===== config.mk =====
export PLATFORM = sky130hd
export DESIGN_NAME = ps2_cmd_sequencer
export DESIGN_NICKNAME = d
export VERILOG_FILES = /design/src/rtl/ps2_cmd_sequencer.sv
export SDC_FILE = /design/constraint.sdc
export NUM_CORES = 1
export LEC_CHECK = 0
export CORE_UTILIZATION = 49
export DETAILED_ROUTE_END_ITERATION = 12
export PLACE_DENSITY = 0.74
export SLEW_MARGIN = 20
export SYNTH_ARGS = -nofsm -noshare
export SYNTH_HDL_FRONTEND = slang
export SYNTH_SLANG_ARGS = --single-unit
export TNS_END_PERCENT = 20

===== constraint.sdc =====
create_clock -name clk_i -period 4.3 [get_ports clk_i]
set_input_delay 0.645 -clock clk_i [delete_from_list [all_inputs] [get_ports clk_i]]
set_output_delay 0.645 -clock clk_i [all_outputs]
set_load 0.01 [all_outputs]

===== src/rtl/ps2_cmd_sequencer.sv =====
// ps2_cmd_sequencer: owns the PS/2 keyboard core register port. It polls
// status, drains received bytes into a local FIFO and runs host-to-device
// commands (optional argument byte) with ACK/resend/timeout handling.
module ps2_cmd_sequencer #(
    parameter int pClkFreq      = 40000000,
    parameter int pAckTimeoutMs = 25,
    parameter int pRetries      = 3,
    parameter int pFifoDepth    = 16,
    parameter int pPollGap      = 8
) (
    input  logic       clk_i,
    input  logic       rst_i,
    output logic       kbd_cs_o,
    output logic       kbd_we_o,
    output logic [1:0] kbd_adr_o,
    output logic [7:0] kbd_dat_o,
    input  logic [7:0] kbd_dat_i,
    input  logic       kbd_ack_i,
    input  logic       cmd_valid_i,
    output logic       cmd_ready_o,
    input  logic [7:0] cmd_byte_i,
    input  logic       cmd_has_arg_i,
    input  logic [7:0] cmd_arg_i,
    output logic       cmd_done_o,
    output logic       cmd_err_o,
    output logic       rx_valid_o,
    output logic [7:0] rx_data_o,
    input  logic       rx_ready_i,
    output logic       rx_ovf_o,
    output logic       perr_o
);

    localparam int TMO_RAW  = (pClkFreq / 1000) * pAckTimeoutMs;
    localparam int TMO_LOAD = (TMO_RAW < 1) ? 1 : TMO_RAW;
    localparam int TW       = $clog2(TMO_LOAD + 1);
    localparam int RW       = (pRetries < 2) ? 1 : $clog2(pRetries + 1);
    localparam int AW       = (pFifoDepth < 2) ? 1 : $clog2(pFifoDepth);
    localparam int CW       = AW + 1;
    localparam int GW       = (pPollGap < 2) ? 1 : $clog2(pPollGap);

    localparam logic [1:0] ADR_DATA = 2'd0;
    localparam logic [1:0] ADR_STAT = 2'd1;

    typedef enum logic [2:0] {
        S_IDLE,
        S_POLL,
        S_RD_DATA,
        S_CLR_RX,
        S_WR_DATA,
        S_AWAIT,
        S_ABORT
    } state_t;

    state_t         state_q, state_d;
    logic [GW-1:0]  gap_q, gap_d;
    logic           cs_q, cs_d;
    logic           we_q, we_d;
    logic [1:0]     adr_q, adr_d;
    logic [7:0]     dout_q, dout_d;
    logic           par_q, par_d;

    logic           active_q, active_d;
    logic [7:0]     arg_q, arg_d;
    logic           has_arg_q, has_arg_d;
    logic [7:0]     cur_q, cur_d;
    logic           cur_is_arg_q, cur_is_arg_d;
    logic           pending_q, pending_d;
    logic           await_q, await_d;
    logic [RW-1:0]  retry_q, retry_d;
    logic [TW-1:0]  tmo_q, tmo_d;
    logic           ready_q, ready_d;
    logic           done_q, done_d;
    logic           err_q, err_d;
    logic           perr_q, perr_d;
    logic           ovf_q, ovf_d;

    logic [AW-1:0]  wptr_q, wptr_d;
    logic [AW-1:0]  rptr_q, rptr_d;
    logic [CW-1:0]  cnt_q, cnt_d;
    logic [7:0]     mem_q [pFifoDepth];

    // Events handed from the bus FSM to the command and FIFO logic.
    logic           ack_evt, resend_evt, wr_done, accept;
    logic           fifo_push, fifo_we, fifo_pop, fifo_full;
    logic [7:0]     fifo_wdata;

    // Bus FSM: one register access at a time, request held until acknowledged.
    always_comb begin
        state_d    = state_q;
        gap_d      = '0;
        cs_d       = cs_q;
        we_d       = we_q;
        adr_d      = adr_q;
        dout_d     = dout_q;
        par_d      = par_q;
        perr_d     = 1'b0;
        ack_evt    = 1'b0;
        resend_evt = 1'b0;
        wr_done    = 1'b0;
        fifo_push  = 1'b0;
        fifo_wdata = 8'h00;

        // cs drops the cycle after the acknowledge; every bus state re-issues
        // only from cs low, which guarantees a one-cycle gap between accesses.
        if (cs_q && kbd_ack_i) begin
            cs_d = 1'b0;
        end

        unique case (state_q)
            S_IDLE: begin
                if (gap_q == GW'(pPollGap - 1)) begin
                    state_d = S_POLL;
                end else begin
                    gap_d = gap_q + GW'(1);
                end
            end
            S_POLL: begin
                if (!cs_q) begin
                    cs_d = 1'b1; we_d = 1'b0; adr_d = ADR_STAT; dout_d = 8'h00;
                end else if (kbd_ack_i) begin
                    par_d = kbd_dat_i[0];
                    if (kbd_dat_i[7]) begin
                        state_d = S_RD_DATA;
                    end else if (pending_q && kbd_dat_i[6]) begin
                        state_d = S_WR_DATA;
                    end else if (await_q) begin
                        state_d = S_AWAIT;
                    end else begin
                        state_d = S_IDLE;
                    end
                end
            end
            S_RD_DATA: begin
                if (!cs_q) begin
                    cs_d = 1'b1; we_d = 1'b0; adr_d = ADR_DATA; dout_d = 8'h00;
                end else if (kbd_ack_i) begin
                    state_d = S_CLR_RX;
                    if (par_q) begin
                        perr_d = 1'b1;
                    end else if (await_q && kbd_dat_i == 8'hFA) begin
                        ack_evt = 1'b1;
                    end else if (await_q && kbd_dat_i == 8'hFE) begin
                        resend_evt = 1'b1;
                    end else begin
                        fifo_push  = 1'b1;
                        fifo_wdata = kbd_dat_i;
                    end
                end
            end
            S_CLR_RX: begin
                if (!cs_q) begin
                    cs_d = 1'b1; we_d = 1'b1; adr_d = ADR_STAT; dout_d = 8'h00;
                end else if (kbd_ack_i) begin
                    state_d = S_POLL;
                end
            end
            S_WR_DATA: begin
                if (!cs_q) begin
                    cs_d = 1'b1; we_d = 1'b1; adr_d = ADR_DATA; dout_d = cur_q;
                end else if (kbd_ack_i) begin
                    wr_done = 1'b1;
                    state_d = S_AWAIT;
                end
            end
            S_AWAIT: begin
                // ACK bytes are only recognised through POLL/RD_DATA, so a
                // reply already seen by the poll always beats the timeout.
                if (await_q && tmo_q == '0) begin
                    state_d = S_ABORT;
                end else if (gap_q == GW'(pPollGap - 1)) begin
                    state_d = S_POLL;
                end else begin
                    gap_d = gap_q + GW'(1);
                end
            end
            S_ABORT: begin
                // 0xFF to status resets the core transmitter before a resend.
                if (!cs_q) begin
                    cs_d = 1'b1; we_d = 1'b1; adr_d = ADR_STAT; dout_d = 8'hFF;
                end else if (kbd_ack_i) begin
                    resend_evt = 1'b1;
                    state_d    = S_POLL;
                end
            end
            default: state_d = S_IDLE;
        endcase
    end

    // Command bookkeeping: current byte, retries, ACK timeout and pulses.
    always_comb begin
        active_d     = active_q;
        arg_d        = arg_q;
        has_arg_d    = has_arg_q;
        cur_d        = cur_q;
        cur_is_arg_d = cur_is_arg_q;
        pending_d    = pending_q;
        await_d      = await_q;
        retry_d      = retry_q;
        tmo_d        = tmo_q;
        done_d       = 1'b0;
        err_d        = 1'b0;
        accept       = cmd_valid_i && ready_q;

        if (wr_done) begin
            pending_d = 1'b0;
            await_d   = 1'b1;
            tmo_d     = TW'(TMO_LOAD);
        end else if (await_q && tmo_q != '0) begin
            tmo_d = tmo_q - TW'(1);
        end

        if (ack_evt) begin
            await_d = 1'b0;
            retry_d = '0;
            if (!cur_is_arg_q && has_arg_q) begin
                cur_d        = arg_q;
                cur_is_arg_d = 1'b1;
                pending_d    = 1'b1;
            end else begin
                done_d   = 1'b1;
                active_d = 1'b0;
            end
        end else if (resend_evt) begin
            await_d = 1'b0;
            if (retry_q < RW'(pRetries)) begin
                retry_d   = retry_q + RW'(1);
                pending_d = 1'b1;
            end else begin
                err_d    = 1'b1;
                active_d = 1'b0;
            end
        end

        if (accept) begin
            active_d     = 1'b1;
            arg_d        = cmd_arg_i;
            has_arg_d    = cmd_has_arg_i;
            cur_d        = cmd_byte_i;
            cur_is_arg_d = 1'b0;
            pending_d    = 1'b1;
            await_d      = 1'b0;
            retry_d      = '0;
        end

        // Registered from active_q so ready reappears the cycle after a pulse.
        ready_d = !active_q && !accept;
    end

    // Rx FIFO pointers; a push into a full FIFO only succeeds alongside a pop.
    always_comb begin
        wptr_d    = wptr_q;
        rptr_d    = rptr_q;
        cnt_d     = cnt_q;
        ovf_d     = ovf_q;
        fifo_we   = 1'b0;
        fifo_full = (cnt_q == CW'(pFifoDepth));
        fifo_pop  = (cnt_q != '0) && rx_ready_i;

        if (fifo_push) begin
            if (!fifo_full || fifo_pop) begin
                fifo_we = 1'b1;
            end else begin
                ovf_d = 1'b1;
            end
        end
        if (fifo_we) begin
            wptr_d = wptr_q + AW'(1);
        end
        if (fifo_pop) begin
            rptr_d = rptr_q + AW'(1);
        end
        if (fifo_we && !fifo_pop) begin
            cnt_d = cnt_q + CW'(1);
        end else if (!fifo_we && fifo_pop) begin
            cnt_d = cnt_q - CW'(1);
        end
    end

    // State and control registers with synchronous reset.
    always_ff @(posedge clk_i) begin
        if (rst_i) begin
            state_q      <= S_IDLE;
            gap_q        <= '0;
            cs_q         <= 1'b0;
            we_q         <= 1'b0;
            adr_q        <= 2'd0;
            dout_q       <= 8'h00;
            par_q        <= 1'b0;
            active_q     <= 1'b0;
            arg_q        <= 8'h00;
            has_arg_q    <= 1'b0;
            cur_q        <= 8'h00;
            cur_is_arg_q <= 1'b0;
            pending_q    <= 1'b0;
            await_q      <= 1'b0;
            retry_q      <= '0;
            tmo_q        <= '0;
            ready_q      <= 1'b0;
            done_q       <= 1'b0;
            err_q        <= 1'b0;
            perr_q       <= 1'b0;
            ovf_q        <= 1'b0;
            wptr_q       <= '0;
            rptr_q       <= '0;
            cnt_q        <= '0;
        end else begin
            state_q      <= state_d;
            gap_q        <= gap_d;
            cs_q         <= cs_d;
            we_q         <= we_d;
            adr_q        <= adr_d;
            dout_q       <= dout_d;
            par_q        <= par_d;
            active_q     <= active_d;
            arg_q        <= arg_d;
            has_arg_q    <= has_arg_d;
            cur_q        <= cur_d;
            cur_is_arg_q <= cur_is_arg_d;
            pending_q    <= pending_d;
            await_q      <= await_d;
            retry_q      <= retry_d;
            tmo_q        <= tmo_d;
            ready_q      <= ready_d;
            done_q       <= done_d;
            err_q        <= err_d;
            perr_q       <= perr_d;
            ovf_q        <= ovf_d;
            wptr_q       <= wptr_d;
            rptr_q       <= rptr_d;
            cnt_q        <= cnt_d;
        end
    end

    // FIFO storage; contents need no reset since the count gates the output.
    always_ff @(posedge clk_i) begin
        if (fifo_we) begin
            mem_q[wptr_q] <= fifo_wdata;
        end
    end

    assign kbd_cs_o    = cs_q;
    assign kbd_we_o    = we_q;
    assign kbd_adr_o   = adr_q;
    assign kbd_dat_o   = dout_q;
    assign cmd_ready_o = ready_q;
    assign cmd_done_o  = done_q;
    assign cmd_err_o   = err_q;
    assign perr_o      = perr_q;
    assign rx_ovf_o    = ovf_q;
    assign rx_valid_o  = (cnt_q != '0);
    assign rx_data_o   = (cnt_q != '0) ? mem_q[rptr_q] : 8'h00;

endmodule


==> results by group, run 1 <==
Synthesis
  • Synth warn: 0
  • Number of flops mapped to enable cells by yosys: between 100 and 150
  • Yosys top cell by area: edfxtp_1
  • Top cell type's share of synthesized area: around 43%
  • Ys async rst share: 0%
  • Largest family of logic cells by synthesized area: simple AND/OR/NAND/NOR gates
  • Syn Inst Count: 678
  • Largest cells by area after synthesis: edfxtp_1 43%, dfxtp_1 19%, mux4_2 10%, nor2_1 2.6%, a21oi_1 2.3%
  • XOR/XNOR Fraction of Synth Area: under 10%
  • Sequential element share of the synthesized area: approximately three fifths
  • Mean Syn Cell Area: between 10 and 15 um2
  • Post-synthesis simple-gate area fraction: about an eighth
  • Post-synthesis mux area share: between 10% and 20%
  • Cell area after synthesis: between 0.008 and 0.009 mm2
  • Top post-synthesis cells by count: 128 x edfxtp_1, 83 x dfxtp_1, 62 x nor2_1
  • Synth Register Bits: roughly 210
  • Post-synth net total: 722
  • Ys flop type: edfxtp_1
  • Post-synthesis compound-gate area fraction: roughly 8.4%
  • Post-Synth Adder-Cell Area: a little over 2%
  • Synth cell types: between 60 and 70
  • Top-count cell post-synth: edfxtp_1

Global route
  • Initial antenna violation count: 0
  • Vias in the first global route: ~5600
  • Largest net degree at the start of global routing: 42
  • First-pass GRT wire length: 29000 um
  • Global-route usage over all layers: 20.0%
  • Gr ovfl total: 0

Critical path
  • Critical path class: reg -> out
  • RR Endpoint: cnt_q[4]
  • Critical Path Fanout Max: 19
  • CP endpoint kind: primary output
  • Critical Path Sink: rx_data_o[7]
  • Worst R2R Setup Slack: between 700 and 800 ps
  • R2r startpoint: state_q[1]
  • Worst EP arrival: between 3000 and 4000 ps
  • CP Launch Type: register
  • Reg2reg path depth: 11
  • Critical Path RT: 3650 ps

CTS
  • Setup bufs post-CTS: 0
  • Hold_buf cts: 0
  • Bufs on Longest Clock Path: 3
  • Post-CTS sizing: 0
  • Root Buffer: clkbuf_16
  • Number of buffers created by CTS: 22
  • CTS Sinks: approximately 210
  • Clk pin slew, worst setup/hold paths: approximately 60 ps
  • Clk Latency, worst-skew pair: 510 ps
  • CTS HTree Levels: 1
  • TritonCTS clock tree: built

Floorplan
  • Initial cell density of the core: around half
  • Core Rows: 49
  • Die H: ~140 um
  • I/O pins: between 50 and 60
  • Die Width: 137 um
  • Core area: ~0.018 mm2
  • Die area: between 0.015 and 0.02 mm2

Power and ir drop
  • Leak: 0.00373 uW
  • Peak supply drop: ~0.3 mV
  • PD cells: between 300 and 400 mW/mm2

Placement
  • Number of port buffers: 54
  • Pre-CTS setup slack: around 340 ps
  • Placed wire-length estimate: 12300 um
  • GP Congestion: 0.801

STA
  • Post-Route Setup TNS: 0 ps
  • Final period util: 88.2%
  • RSZ-0062 raised after global routing: false
  • Final setup viols: 0
  • Final Hold Viols: 0
  • Setup ws final: between 500 and 600 ps
  • Worst slew pin tran: about 800 ps
  • Fin. max-slew vios: 0
  • Fmax: between 0.2 and 0.3 GHz
  • Worst slew margin: approximately 46%
  • Min cycle time layout: around 3800 ps
  • Clock Skew: between 20 and 30 ps

Drt
  • Vias per cell: between 5 and 6
  • # DRC: 0
  • Via Count: 5612
  • Post-route ant nets: 0
  • WL/cell: ~18 um
  • 1st-pass router iterations: 5
  • Final Routed Wirelength: roughly 18000 um
  • 1st-iter DRT viols: between 300 and 400

Worst hold path
  • Worst min path class: reg -> reg

Layout
  • Antenna Cells: 0
  • Fillers: about 1400
  • Final #Nets: just under 800
  • Area Growth Syn to Fin: 15.9%
  • Share of layout cells above drive strength 1: approximately an eighth

Run status
  • Status: finished clean

Flow run
  • Maxcap violations: 0
-- layer usage --
layer	part of all wire [%]	GRT usage, %	vias up
met5	0	0	-
met4	1.5	4.64	0
met3	5.0	2.70	26
met2	51	35.1	162
met1	43	26.3	2772
li1	-	-	2652
-- power breakdown --
part / leakage [uW] / switching, uW / internal [uW]
logic: 0.00124 / 42.3 / 39.2
registers: 0.00216 / 7.25 / 2130
clock network: 0.000326 / 729 / 1030
-- worst min path at each step --
stage                  start  slack, ps  cells after the start     endpoint
detailed placement  active_q        420                      1  cmd_ready_o
floorplan           active_q        400                      1  cmd_ready_o
global placement    gap_q[0]        410                      1     gap_q[0]
global route        active_q        470                      1  cmd_ready_o
finish              active_q        430                      1  cmd_ready_o
CTS                 active_q        430                      1  cmd_ready_o
-- flip-flops by register name, summed over array words and instances (netlist names), 2 cells and up, named ones only --
| name | flops |
|---|---|
| mem_q | 128 |
| tmo_q | 20 |
| arg_q | 8 |
| cur_q | 8 |
| kbd_dat_o | 8 |
| cnt_q | 5 |
| rptr_q | 4 |
| wptr_q | 4 |
| gap_q | 3 |
| state_q | 3 |
| retry_q | 2 |
-- worst max-delay path, cell delays in order, from the launching register on --
cell	delay, ps
dfxtp_2	670
buf_12	270
mux4_2	560
mux4_2	490
and2_1	180
clkdlybuf4s50_1	480
-- through the flow --
| step | cell area (um2) | utilization (%) | cells | hold WS, ps | power, uW |
|---|---|---|---|---|---|
| finish | 10400 | 57.8 | 972 | 435 | 3990 |
| global route | 10400 | 57.8 | 972 | 467 | 4130 |
| floorplan | 8940 | - | 678 | 400 | 2220 |
| CTS | 10400 | 57.8 | 972 | 435 | 4030 |
| global placement | 9680 | 54.1 | 932 | 415 | 2260 |
| detailed placement | 9680 | 54.1 | 932 | 422 | 2270 |
-- cell type report --
class                   instances  area, um2  area share, %
flip-flops and latches        211       5510           53.2
multi-input cells             415       3210           31.0
repair buffers                 65        631           6.09
clock buffers                  34        606           5.85
well taps                     229        287           2.77
clock inverters                 6       68.8          0.664
inverters                      12       45.0          0.435
-- cells by family after synthesis --
group                      count (synthesis)
xor gates and xnor gates                  23
other                                      1
AOI/OAI and AO/OA                        112
DFF                                      211
adders and majority gates                 14
muxes                                     45
buffers and inverters                     52
and+or+nand+nor                          220
-- layout by cell type (no fill, tap or decap), types with 3 or more instances in the layout --
master / n
a211oi_1: 3
or2_2: 3
a21oi_1: 41
nor4b_1: 3
o21ai_1: 5
buf_4: 10
clkdlybuf4s50_1: 53
or3_1: 13
xnor2_1: 10
nand2b_1: 10
dfxtp_1: 82
ha_1: 13
o21ai_0: 12
nand3_1: 7
a31oi_1: 9
xor2_1: 13
edfxtp_1: 128
o211ai_1: 14
nor3_1: 18
mux4_2: 40
and2_1: 18
nand2_1: 54
nor4_1: 6
mux2i_1: 4
a311oi_1: 8
nor2_1: 62
nor2b_1: 4
nand3b_1: 4
inv_1: 12
clkbuf_1: 11
clkbuf_16: 22
Power figures use the tool's default switching activity.
==> inputs of run 2 (changes only) <==
Settings changed: HOLD_SLACK_MARGIN set to 0.08.
==> results of run 2 <==
Same layout as run 1: the final DEF is identical, and so are final timing and power.
==> inputs of run 3 (changes only) <==
Settings changed: PLACE_DENSITY 0.74 to not set, PLACE_DENSITY_LB_ADDON set to 0.12.
==> run 3 against run 2 <==
  * Fmax increased by 1.1%
  * Count of clock-buffer cells in the layout decreased by 4
  * Sequential share of layout area about the same
  * Critical path depth unchanged
  * Non-clock buffer count unchanged
  * Flip-flop and latch count unchanged
  * Register-to-register slack improved by 240 ps
  * Clock skew decreased by 18 ps
  * Cell count unchanged
==> results by group, run 3 (synthesized netlist as in run 1, its figures left out) <==
Layout
  • Largest registers: mem_q (128), tmo_q (20)
  • Final #Nets: ~770
  • Leading cell type in the layout, fill and taps excluded: edfxtp_1
  • Area Growth Syn to Fin: 15.9%
  • Antenna Cells: 0
  • Most frequent cells in the layout: 128 x edfxtp_1, 82 x dfxtp_1, 62 x nor2_1, 54 x nand2_1, 53 x clkdlybuf4s50_1
  • Max FFs per register: 128
  • Share of layout cells above drive strength 1: a little over an eighth
  • Final Cell Area: between 0.01 and 0.015 mm2
  • Non-Filler Instances: 972
  • Largest register by flop count: mem_q

Placement
  • Placed insts: 932
  • Number of port buffers: 54
  • Placed wire-length estimate: between 10000 and 15000 um
  • Post-DP Area: a little under 0.01 mm2
  • Pre-CTS setup slack: about 410 ps
  • GP Congestion: a little under 0.8

Power and ir drop
  • Leak: around 0.0037 uW
  • Total power: between 4000 and 5000 uW
  • Peak supply drop: about 0.25 mV
  • PD cells: 388 mW/mm2

Critical path
  • Worst EP arrival: ~3100 ps
  • Critical Path RT: approximately 3700 ps
  • CP Cell Sequence: buf_4 -> mux4_2 -> mux4_2 -> and2_1 -> clkdlybuf4s50_1
  • Crit path max-delay cell type: mux4_2
  • CP Depth: 5
  • Reg2reg path depth: 11
  • CP endpoint kind: primary output
  • Critical Path Fanout Max: 32
  • Buffer and inverter count on the worst path: 2
  • Critical path class: reg -> out
  • CP Launch Type: register
  • Slowest stage delay, CP: ~640 ps
  • CP top delay family: multiplexers
  • Most common cell on crit path: mux4_2

Global route
  • Vias in the first global route: roughly 5500
  • Gr ovfl total: 0
  • Initial antenna violation count: 0
  • Global-route usage over all layers: approximately a fifth
  • Largest net degree at the start of global routing: 67
  • First-pass GRT wire length: between 20000 and 30000 um

Floorplan
  • Die H: 137 um
  • Initial cell density of the core: around 50%
  • Die Width: around 140 um
  • Die area: 0.0188 mm2
  • Core area: about 0.018 mm2
  • Core Rows: 49
  • I/O pins: 56

Drt
  • Vias per cell: 5.69
  • Via Count: roughly 5500
  • Final Routed Wirelength: 18800 um
  • WL/cell: 19.3 um
  • Post-route ant nets: 0
  • 1st-iter DRT viols: ~390
  • # DRC: 0
  • 1st-pass router iterations: 4

STA
  • Final setup viols: 0
  • Final period util: between 80% and 90%
  • Worst slew margin: roughly 43%
  • Clock Skew: 10.7 ps
  • Fin. max-slew vios: 0
  • Fmax: between 0.2 and 0.3 GHz
  • Min cycle time layout: 3750 ps
  • Setup ws final: about 550 ps
  • RSZ-0062 raised after global routing: false
  • Post-Route Setup TNS: 0 ps
  • Final Hold Viols: 0
  • Worst slew pin tran: roughly 840 ps

CTS
  • Clk pin slew, worst setup/hold paths: about 60 ps
  • Root Buffer: clkbuf_16
  • Hold_buf cts: 0
  • TritonCTS clock tree: built
  • Post-CTS sizing: 0
  • Setup bufs post-CTS: 0
  • CTS Sinks: approximately 210
  • Number of buffers created by CTS: 22
  • Clk Latency, worst-skew pair: 500 ps
  • Bufs on Longest Clock Path: 3
  • CTS HTree Levels: 1

Flow run
  • Maxcap violations: 0

Worst hold path
  • Worst min path class: reg -> reg
  • Hold Path Stages: 1

Run status
  • Status: finished clean
-- run 3: changes by cell type in the layout (fill, tap and decap cells not counted) --
cell / before / now
buf_12: 1 / 0
clkinv_2: 2 / 4
buf_4: 10 / 12
clkinvlp_4: 0 / 1
clkinv_4: 0 / 1
clkbuf_1: 11 / 7
buf_2: 1 / 0
-- run 3: worst paths after layout --
kind	start	end	slack (ps)
hold reg to reg	active_q	cmd_ready_o	430
setup / recovery	register	rx_data_o[7]	550
hold / removal	active_q	cmd_ready_o	430
setup reg to reg	await_q	cnt_q[4]	960
-- run 3: worst register-to-register path, cell delays in order, from the launching register on --
cell,delay [ps]
dfxtp_1,490
and4b_1,400
a2111oi_4,400
and2_1,300
ha_1,220
inv_1,100
fa_1,440
a21o_1,190
a21oi_1,190
xnor2_1,100
or3_1,300
a21oi_1,130
-- run 3: cell type report --
class                      instances  area [um2]
clock buffer                      30         591
multi-input combinational        415        3210
sequential                       211        5510
clock inverter                    10        95.1
inverter                          12        45.0
timing repair buffer              65         621
fill                            1444        7540
tap                              229         287
-- run 3: metrics by stage --
stage | util (%) | hold slack, ps
6_report | 57.9 | 432
5_1_grt | 57.9 | 449
4_1_cts | 57.9 | 432
3_5_place_dp | 54.0 | 424
3_3_place_gp | 54.0 | 417
2_1_floorplan | - | 400
-- run 3: routing by layer --
layer	wire length, um	vias up	track usage [%]	part of all wire (%)
met1	8390	2705	28.3	45
met2	9090	151	35.1	48
met5	0	-	0	0
met4	386	0	6.11	2.1
met3	914	25	3.22	4.9
li1	-	2653	-	-
-- run 3: power by group --
part	internal (uW)	leakage, uW	total (uW)	switching [uW]
clock network	1030	0.000334	1800	763
registers	2130	0.00216	2140	6.76
logic	38.9	0.00124	79.0	40.1
